**config.mk**
```make
export PLATFORM = sky130hd
export DESIGN_NAME = data_mem_arbiter
export DESIGN_NICKNAME = d
export VERILOG_FILES = /design/src/rtl/data_mem_arbiter.sv
export SDC_FILE = /design/constraint.sdc
export NUM_CORES = 1
export LEC_CHECK = 0
export ABC_AREA = 1
export CAP_MARGIN = 25
export CORE_MARGIN = 5
export CORE_UTILIZATION = 32
export DETAILED_ROUTE_END_ITERATION = 7
export GPL_TIMING_DRIVEN = 0
export HOLD_SLACK_MARGIN = 0.05
export PLACE_DENSITY = 0.92
export REMOVE_ABC_BUFFERS = 1
export SYNTH_ARGS = -nofsm -noshare
export SYNTH_HDL_FRONTEND = slang
export SYNTH_SLANG_ARGS = --single-unit
```
**constraint.sdc**
```tcl
create_clock -name clk_i -period 3.54 [get_ports clk_i]
set_input_delay 0.531 -clock clk_i [delete_from_list [all_inputs] [get_ports clk_i]]
set_output_delay 0.531 -clock clk_i [all_outputs]
set_load 0.005 [all_outputs]
```
**src/rtl/data_mem_arbiter.sv**
```systemverilog
// data_mem_arbiter: two-master arbiter in front of a single data memory port.
// The owner's bus signals are forwarded combinationally to the memory. The owner
// keeps the bus for at most MAX_XFER acknowledged transfers while the other
// master is waiting.
// Build option: define DMEM_ARB_RR_EN to break simultaneous requests round-robin
// against the last owner. When it is undefined, m0 has fixed priority.
module data_mem_arbiter #(
  parameter int unsigned ADDR_W   = 8,
  parameter int unsigned DATA_W   = 8,
  parameter int unsigned MAX_XFER = 4
) (
  input  logic              clk_i,
  input  logic              rst_i,
  input  logic              m0_cyc_i,
  input  logic              m0_stb_i,
  input  logic              m0_we_i,
  input  logic [ADDR_W-1:0] m0_adr_i,
  input  logic [DATA_W-1:0] m0_dat_i,
  output logic [DATA_W-1:0] m0_dat_o,
  output logic              m0_ack_o,
  input  logic              m1_cyc_i,
  input  logic              m1_stb_i,
  input  logic              m1_we_i,
  input  logic [ADDR_W-1:0] m1_adr_i,
  input  logic [DATA_W-1:0] m1_dat_i,
  output logic [DATA_W-1:0] m1_dat_o,
  output logic              m1_ack_o,
  output logic              s_cyc_o,
  output logic              s_stb_o,
  output logic              s_we_o,
  output logic [ADDR_W-1:0] s_adr_o,
  output logic [DATA_W-1:0] s_dat_o,
  input  logic [DATA_W-1:0] s_dat_i,
  input  logic              s_ack_i,
  output logic [1:0]        gnt_o
);

  localparam int unsigned CNT_W = $clog2(MAX_XFER + 1);

  typedef enum logic [1:0] {
    IDLE = 2'd0,
    OWN0 = 2'd1,
    OWN1 = 2'd2
  } state_t;

  state_t           r_state;
  state_t           w_next;
  logic [CNT_W-1:0] r_cnt;
  logic             w_quota;
  logic             w_tie_m1;

  // The ack in this cycle is the one that uses up the owner's quota
  assign w_quota = s_ack_i && (r_cnt >= CNT_W'(MAX_XFER - 1));

`ifdef DMEM_ARB_RR_EN
  logic r_last;

  // Remember which master was granted most recently
  always_ff @(posedge clk_i or posedge rst_i) begin
    if (rst_i) begin
      r_last <= 1'b0;
    end else if (w_next == OWN0 && r_state != OWN0) begin
      r_last <= 1'b0;
    end else if (w_next == OWN1 && r_state != OWN1) begin
      r_last <= 1'b1;
    end
  end

  assign w_tie_m1 = ~r_last;
`else
  assign w_tie_m1 = 1'b0;
`endif

  // State register
  always_ff @(posedge clk_i or posedge rst_i) begin
    if (rst_i) begin
      r_state <= IDLE;
    end else begin
      r_state <= w_next;
    end
  end

  // Next-state: grant from IDLE, release on cyc drop, hand over once the quota is spent
  always_comb begin
    w_next = r_state;
    case (r_state)
      IDLE: begin
        if (m0_cyc_i && m1_cyc_i) begin
          w_next = w_tie_m1 ? OWN1 : OWN0;
        end else if (m0_cyc_i) begin
          w_next = OWN0;
        end else if (m1_cyc_i) begin
          w_next = OWN1;
        end
      end
      OWN0: begin
        if (!m0_cyc_i) begin
          w_next = IDLE;
        end else if (m1_cyc_i && w_quota) begin
          w_next = OWN1;
        end
      end
      OWN1: begin
        if (!m1_cyc_i) begin
          w_next = IDLE;
        end else if (m0_cyc_i && w_quota) begin
          w_next = OWN0;
        end
      end
      default: w_next = IDLE;
    endcase
  end

  // Acked-transfer count for the current owner; cleared on any grant change, saturating
  always_ff @(posedge clk_i or posedge rst_i) begin
    if (rst_i) begin
      r_cnt <= '0;
    end else if (w_next != r_state) begin
      r_cnt <= '0;
    end else if (r_state != IDLE && s_ack_i && r_cnt != CNT_W'(MAX_XFER)) begin
      r_cnt <= r_cnt + CNT_W'(1);
    end
  end

  // Output decode: forward the owner's bus and route ack and read data back to it only
  always_comb begin
    gnt_o    = 2'b00;
    s_cyc_o  = 1'b0;
    s_stb_o  = 1'b0;
    s_we_o   = 1'b0;
    s_adr_o  = '0;
    s_dat_o  = '0;
    m0_ack_o = 1'b0;
    m1_ack_o = 1'b0;
    m0_dat_o = '0;
    m1_dat_o = '0;
    case (r_state)
      OWN0: begin
        gnt_o    = 2'b01;
        s_cyc_o  = m0_cyc_i;
        s_stb_o  = m0_stb_i;
        s_we_o   = m0_we_i;
        s_adr_o  = m0_adr_i;
        s_dat_o  = m0_dat_i;
        m0_ack_o = s_ack_i;
        m0_dat_o = s_dat_i;
      end
      OWN1: begin
        gnt_o    = 2'b10;
        s_cyc_o  = m1_cyc_i;
        s_stb_o  = m1_stb_i;
        s_we_o   = m1_we_i;
        s_adr_o  = m1_adr_i;
        s_dat_o  = m1_dat_i;
        m1_ack_o = s_ack_i;
        m1_dat_o = s_dat_i;
      end
      default: ;
    endcase
  end

endmodule

```
==> metrics.txt, run 1 <==
Routed WL=3.38 mm; Syn Area/Cell=between 5 and 6 um2; FILL cells=236; Die Wd=approximately 62 um; DRC Markers=0; RSZ-0062 raised after global routing=false; post-route ant nets=0; Post-CTS Setup Bufs=0; VDD IR-drop max=slightly below 0.4 mV; Post-Synth XOR/XNOR Area=1.00%; PwrDens=approximately 520 nW/um2; Multi-input gate area=576 um2; initial antenna violation count=0; Setup crit end kind=output pin; TritonCTS clock tree=done; num rows=19; Synth Instances=167; most common cell after layout, fill and taps aside=clkdlybuf4s50_1; I/O pin total=88; Die Ht=roughly 62 um; hpwl dp=about 2.8 mm; PortBufs=87; total number of vias=between 1,000 and 1,500; slew of the pin with the lowest slew margin=between 0.9 and 1 ns; sw power=around 0.42 mW; YS warnings=0; Reg area=~130 um2; Root Buffer=clkbuf_4; most frequent cells in the layout=clkdlybuf4s50_1, nand2_1, inv_1; first-pass GRT wire length=approximately 5.3 mm; FF+latch count, synth=5; area grow syn2layout=103%; Detailed Routing Iterations Pass 1=5; endpoints failing hold=0; CTS clk-pin slew, worst paths=about 0.040 ns; gr usage total=16.6%; sequential power share=roughly a tenth; min Tclk post-route=between 3 and 4 ns; Post-Synth Adder-Cell Area=between 10% and 20%; post-layout util=66.0%; nets@finish=308; Max Slew Vio Count=0; outcome=completed; GP Congestion=0.827; final worst-path cycle share=87.0%; largest net degree at the start of global routing=30; Crit path required time=3.01 ns; Sw Ratio=a little under half; Bufs on Longest Clock Path=2; core area=2690 um2; post-synth design cell area=about 870 um2; crit path max fanout=29; CTS-repair resized insts=0; leakage=~0.87 nW; simple logic cell fraction of the synthesized area=roughly two fifths; internal power contribution=slightly below 0.5 mW; combinational family with the most area after synthesis=simple AND/OR/NAND/NOR gates; sequential area share after synthesis=between 10 and 15%; Starting Density=32.5%; setup TNS=0 ns; htree depth=1; starting DRC count in detailed routing=between 60 and 70; grt ovf=0; post-place instance area=around 1700 um2; Fmax=approximately 320 MHz; mux cell area share after synthesis=about 1.3%; worst hold path type=input pin to asynchronous set/reset pin; die area=roughly 3900 um2; Critical Path AT=2.55 ns; Clock Sink Count=5; crit path launch type=flop; vias in the first global route=1,147; # setup viols final=0; cts hold-fix bufs=0; antenna fix cells=0; share of cells above drive strength 1=a little over 5%; WS Path Type=flop to output pin; Slew Limit Headroom=around 33%; Cell variety after synth=19; Compound-Gate Fraction of Synth Area=13.6%; Clk Latency, worst-skew pair=approximately 0.23 ns; WL/cell=12.0 um; Gate power share=a little over four fifths; CTS buffer count=3; clock share of power=between 6 and 7%; Worst Skew=~0.00057 ns; final instance area=about 1800 um2; vias per inst=4.34; max_cap viols=0
per-layer routing:
metal	share of wire (%)	global-route usage [%]	vias to the layer above
li1	-	-	659
met1	39	17.6	534
met2	57	33.0	28
met3	2.9	0.901	4
met4	1.3	6.78	0
met5	0	0	-
metrics by stage:
stage	total power, mW	setup WS (ns)	cells	hold slack (ns)
floorplan	0.456	1.55	160	0.310
global placement	0.846	0.767	278	0.593
detailed placement	0.860	0.735	278	0.602
CTS	0.927	0.476	282	0.488
global route	1.01	0.269	282	0.489
finish	0.920	0.460	282	0.488
cell usage after synthesis (all sizes together):
cell / n / share of area (%)
xor2: 1 / 1.0
clkbuf: 4 / 1.7
buf: 3 / 2.6
dfrtp: 5 / 14
nor2: 5 / 2.1
o21ai: 2 / 1.1
nand3: 6 / 4.0
nand2: 76 / 34
a21oi: 21 / 12
inv: 36 / 15
ha: 7 / 10
mux2: 1 / 1.3
final timing paths:
check	start	endpoint	slack (ns)	cells after the start
hold reg to reg	r_cnt[0]	r_cnt[0]	0.61	2
hold / removal	rst_i	r_state[0]	0.49	2
setup reg to reg	r_state[1]	r_cnt[0]	1.20	11
max in group asynchronous	rst_i	r_cnt[1]	2.89	2
setup / recovery	r_state[1]	s_cyc_o	0.46	5
min in group clk_i	r_cnt[0]	r_cnt[0]	0.61	2
worst max-delay path, cell delays in order (launching register included):
cell	delay [ns]
dfrtp_1	0.41
inv_2	0.12
ha_1	0.82
nand2_1	0.24
a21oi_1	0.21
clkdlybuf4s50_1	0.52
power by group through the flow:
| stage | Clock [mW] | Combinational (mW) | Sequential (mW) |
|---|---|---|---|
| finish | 0.0615 | 0.769 | 0.0898 |
| global route | 0.0740 | 0.849 | 0.0917 |
| CTS | 0.0641 | 0.773 | 0.0894 |
| detailed placement | 0 | 0.770 | 0.0901 |
| global placement | 0 | 0.757 | 0.0895 |
| floorplan | 0 | 0.369 | 0.0864 |
registers in the layout (all words and copies together), names as in the netlist:
signal / cells
r_cnt: 3
r_state: 2
logic make-up (layout without fill, tap and decap cells):
group / count (synthesis) / in the layout
fa+ha+maj: 7 / 7
mux: 1 / 1
buf+inv: 43 / 127
flops: 5 / 5
compound gates: 23 / 23
xor+xnor: 1 / 1
simple gates: 87 / 87
cell type report:
cell class,count,share of cell area (%)
Multi-Input combinational cell,119,32.5
Sequential cell,5,7.06
Clock buffer,4,1.48
Inverter,36,7.63
Timing Repair Buffer,87,49.2
Tap cell,31,2.19
(Power assumes the default switching activity.)
==> run 2: changes to the inputs <==
REMOVE_ABC_BUFFERS = unset   (was 1)
SLEW_MARGIN = 20   (was unset)
==> metrics.txt, run 2 (synthesized netlist as in run 1, its figures left out) <==
outcome=completed; most frequent cells in the layout=clkdlybuf4s50_1, nand2_1, inv_1; post-layout util=around two thirds; slew of the pin with the lowest slew margin=approximately 0.43 ns; worst-case reg-to-reg path depth=13; leading registers by flop count=r_cnt: 3 flops, r_state: 2 flops; cts hold-fix bufs=0; total power after layout=approximately 0.94 mW; r2r setup slk=~1.8 ns; initial antenna violation count=0; WS Path Type=flop to output pin; largest net degree at the start of global routing=11; fin cells=roughly 290; sw power=0.431 mW; Max Slew Vio Count=0; crit path max fanout=10; area grow syn2layout=107%; worst hold path type=input pin to asynchronous set/reset pin; sequential power share=under 10%; CTS buffer count=3; final worst-path cycle share=between 80% and 90%; Worst Skew=0.000551 ns; gr usage total=between 15 and 20%; min Tclk post-route=2.89 ns; Post-CTS Setup Bufs=0; die area=just under 4000 um2; crit path launch type=flop; GP Congestion=~0.80; setup TNS=0 ns; Sw Ratio=around 46%; DP Worst Slack=approximately 0.91 ns; TritonCTS clock tree=done; vias per inst=between 4 and 5; Clock Sink Count=5; Die Wd=between 60 and 70 um; starting DRC count in detailed routing=72; share of cells above drive strength 1=roughly 5.8%; WL/cell=roughly 11 um; grt ovf=0; RR Startpoint=r_state[0]; most common cell after layout, fill and taps aside=clkdlybuf4s50_1; Crit path required time=between 3 and 4 ns; max reg flops=3; Root Buffer=clkbuf_4; Starting Density=between 30 and 40%; leakage=around 0.89 nW; CTS clk-pin slew, worst paths=around 0.040 ns; Bufs on Longest Clock Path=2; RSZ-0062 raised after global routing=false; Gate power share=83.8%; FF-to-FF End=r_cnt[2]; Setup crit end kind=output pin; Clk Latency, worst-skew pair=around 0.23 ns; internal power contribution=slightly above 0.5 mW; num rows=19; Slew Limit Headroom=about 71%; antenna fix cells=0; Die Ht=~62 um; htree depth=1; I/O pin total=slightly below 90; VDD IR-drop max=0.562 mV; Inst Count DP=roughly 290; Detailed Routing Iterations Pass 1=4; first-pass GRT wire length=about 5.2 mm; syn_nets=223; nets@finish=315; Fmax=about 350 MHz; CTS-repair resized insts=0; Top reg by flops=r_cnt; Routed WL=approximately 3.3 mm; vias in the first global route=1,107; endpoints failing hold=0; core area=about 2700 um2; post-route ant nets=0; DRC Markers=0; worst path setup slack after routing=0.646 ns; PwrDens=approximately 520 nW/um2; FILL cells=250; Critical Path AT=roughly 2.4 ns; clock share of power=6.7%; hpwl dp=between 2 and 3 mm; max_cap viols=0; total number of vias=around 1,200; # setup viols final=0; PortBufs=87
==> run 2: changes by cell type in the layout (fill, tap and decap cells not counted), sizes merged <==
cell / before / now
clkbuf: 4 / 8
buf: 0 / 3
==> run 2: metrics by stage <==
stage	instance area (um2)	hold slack (ns)
CTS	1810	0.482
finish	1810	0.484
global placement	1780	0.588
detailed placement	1780	0.607
global route	1810	0.484
floorplan	873	0.310
==> run 2: layout make-up <==
| type | instances | area (um2) | area share, % |
|---|---|---|---|
| multi-input cells | 119 | 576 | 31.8 |
| plain buffers | 7 | 37.5 | 2.07 |
| clock buffers | 4 | 26.3 | 1.45 |
| inverters | 36 | 135 | 7.47 |
| flip-flops and latches | 5 | 125 | 6.92 |
| well taps | 31 | 38.8 | 2.14 |
| repair buffers | 87 | 871 | 48.1 |
==> run 2: worst max-delay path, cell delays in order (launching register included) <==
cell	delay, ns
dfrtp_1	0.43
inv_1	0.18
ha_1	0.20
buf_4	0.17
clkbuf_1	0.37
nand2_1	0.10
a21oi_1	0.14
clkdlybuf4s50_1	0.54
==> run 2: how the worst max path moves through the flow <==
stage	startpoint	endpoint	slack, ns	depth (start not counted)
floorplan	r_state[0]	s_adr_o[1]	1.65	6
global placement	r_state[0]	s_adr_o[6]	0.95	7
detailed placement	r_state[0]	s_dat_o[1]	0.91	7
CTS	r_state[0]	s_dat_o[1]	0.64	7
global route	r_state[0]	s_dat_o[4]	0.43	7
finish	r_state[0]	s_dat_o[1]	0.65	7
==> run 2: power by group through the flow <==
| stage | registers, mW | logic (mW) | clock network [mW] |
|---|---|---|---|
| finish | 0.0898 | 0.792 | 0.0629 |
| global route | 0.0930 | 0.876 | 0.0744 |
| CTS | 0.0898 | 0.800 | 0.0659 |
| detailed placement | 0.0905 | 0.796 | 0 |
| global placement | 0.0898 | 0.782 | 0 |
| floorplan | 0.0864 | 0.398 | 0 |
==> run 2: layer usage <==
metal	routed length (um)	global-route usage [%]	vias to the layer above
met5	0	0	-
met4	47	5.15	0
met3	181	2.52	4
met2	1680	29.1	46
met1	1410	18.9	503
li1	-	-	673
==> run 3: changes to the inputs <==
CORE_UTILIZATION = 29   (was 32)
PLACE_DENSITY = 0.85   (was 0.92)
clock period = 2.7 ns   (was 3.54 ns; I/O delays follow)
==> metrics.txt, run 3 (synthesized netlist as in run 1, its figures left out) <==
FF-to-FF End=r_cnt[0]; WS Path Type=flop to output pin; crit path launch type=flop; gr usage total=between 10% and 20%; TritonCTS clock tree=done; Starting Density=around 29%; post-layout util=61.1%; core area=between 2000 and 3000 um2; leakage=~0.9 nW; Detailed Routing Iterations Pass 1=4; CTS buffer count=3; worst-case reg-to-reg path depth=13; crit path max fanout=19; WL/cell=between 10 and 15 um; nets@finish=between 300 and 400; r2r setup slk=just under 1 ns; syn_nets=223; Clock Sink Count=5; initial antenna violation count=0; DRC Markers=0; area grow syn2layout=108%; Critical Path AT=between 2 and 2.5 ns; Max Slew Vio Count=0; largest net degree at the start of global routing=20; min Tclk post-route=2.50 ns; GP Congestion=roughly 0.77; hpwl dp=around 2.8 mm; vias in the first global route=roughly 1,100; PortBufs=just under 90; Clk Latency, worst-skew pair=approximately 0.24 ns; slew of the pin with the lowest slew margin=between 0.15 and 0.2 ns; htree depth=1; most common cell after layout, fill and taps aside=clkdlybuf4s50_1; post-route ant nets=0; Crit path required time=between 2 and 2.5 ns; vias per inst=4.32; antenna fix cells=0; starting DRC count in detailed routing=88; cts hold-fix bufs=0; Setup crit end kind=output pin; first-pass GRT wire length=approximately 5 mm; max reg flops=3; Worst Skew=roughly 0.0025 ns; Routed WL=~3.3 mm; setup TNS=0 ns; RSZ-0062 raised after global routing=false; worst hold path type=input pin to asynchronous set/reset pin; Die Ht=between 60 and 70 um; grt ovf=0; # setup viols final=0; RR Startpoint=r_state[0]; Bufs on Longest Clock Path=2; max_cap viols=0; CTS clk-pin slew, worst paths=0.04 ns; Fmax=~400 MHz; leading registers by flop count=r_cnt: 3 flops, r_state: 2 flops; Root Buffer=clkbuf_4; Die Wd=around 65 um; I/O pin total=88; total number of vias=1,254; outcome=completed; die area=about 4200 um2; num rows=20; PwrDens=685 nW/um2; VDD IR-drop max=around 0.66 mV; Post-CTS Setup Bufs=0; final worst-path cycle share=92.6%; most frequent cells in the layout=clkdlybuf4s50_1, nand2_1, inv_1; Slew Limit Headroom=slightly below 90%; endpoints failing hold=0; share of cells above drive strength 1=7.78%; FILL cells=between 200 and 300; Top reg by flops=r_cnt
run 3: timing repair:
item | 4_1_cts | 5_1_grt
resized for setup | 1 | 9
gates cloned | 0 | 0
endpoints found under the setup margin | 12 | 21
run 3: final cells by class:
type	instances	area, um2	share of cell area (%)
multi-input cells	119	576	31.6
inverters	36	135	7.43
plain buffers	6	45.0	2.48
repair buffers	87	871	47.9
flip-flops and latches	5	125	6.88
well taps	33	41.3	2.27
clock buffers	4	26.3	1.44
run 3: metrics by stage:
step / cell area (um2) / total power [mW] / setup WS (ns) / hold slack (ns) / cells
floorplan: 873 / 0.635 / 0.940 / 0.184 / 167
global placement: 1790 / 1.15 / 0.207 / 0.605 / 287
detailed placement: 1790 / 1.16 / 0.190 / 0.604 / 287
CTS: 1810 / 1.25 / 0.0152 / 0.345 / 290
global route: 1820 / 1.39 / 0.0192 / 0.352 / 290
finish: 1820 / 1.25 / 0.199 / 0.351 / 290
run 3: report_power, final:
group	internal, mW	switching (mW)
Clock	0.0557	0.0280
Combinational	0.537	0.507
Sequential	0.0942	0.0245
run 3: worst max path at each step:
stage | from | to | depth (start not counted)
after global placement | r_state[0] | s_adr_o[6] | 7
final | r_state[0] | s_adr_o[6] | 7
after detailed placement | r_state[0] | s_adr_o[6] | 7
after global routing | r_state[0] | s_adr_o[6] | 7
after floorplan | r_state[0] | s_adr_o[1] | 6
after CTS | r_state[0] | s_adr_o[6] | 7
run 3: worst max-delay path, cell delays in order, from the launching register on:
cell	delay, ns
dfrtp_1	0.43
inv_2	0.12
ha_1	0.19
buf_6	0.19
clkbuf_4	0.22
nand2_1	0.06
a21oi_1	0.12
clkdlybuf4s50_1	0.52
run 3: routing by layer:
layer  track usage [%]  wire length, um
met1              18.4             1370
met2              25.9             1640
met3              3.12              249
met4              3.96                0
met5                 0                0
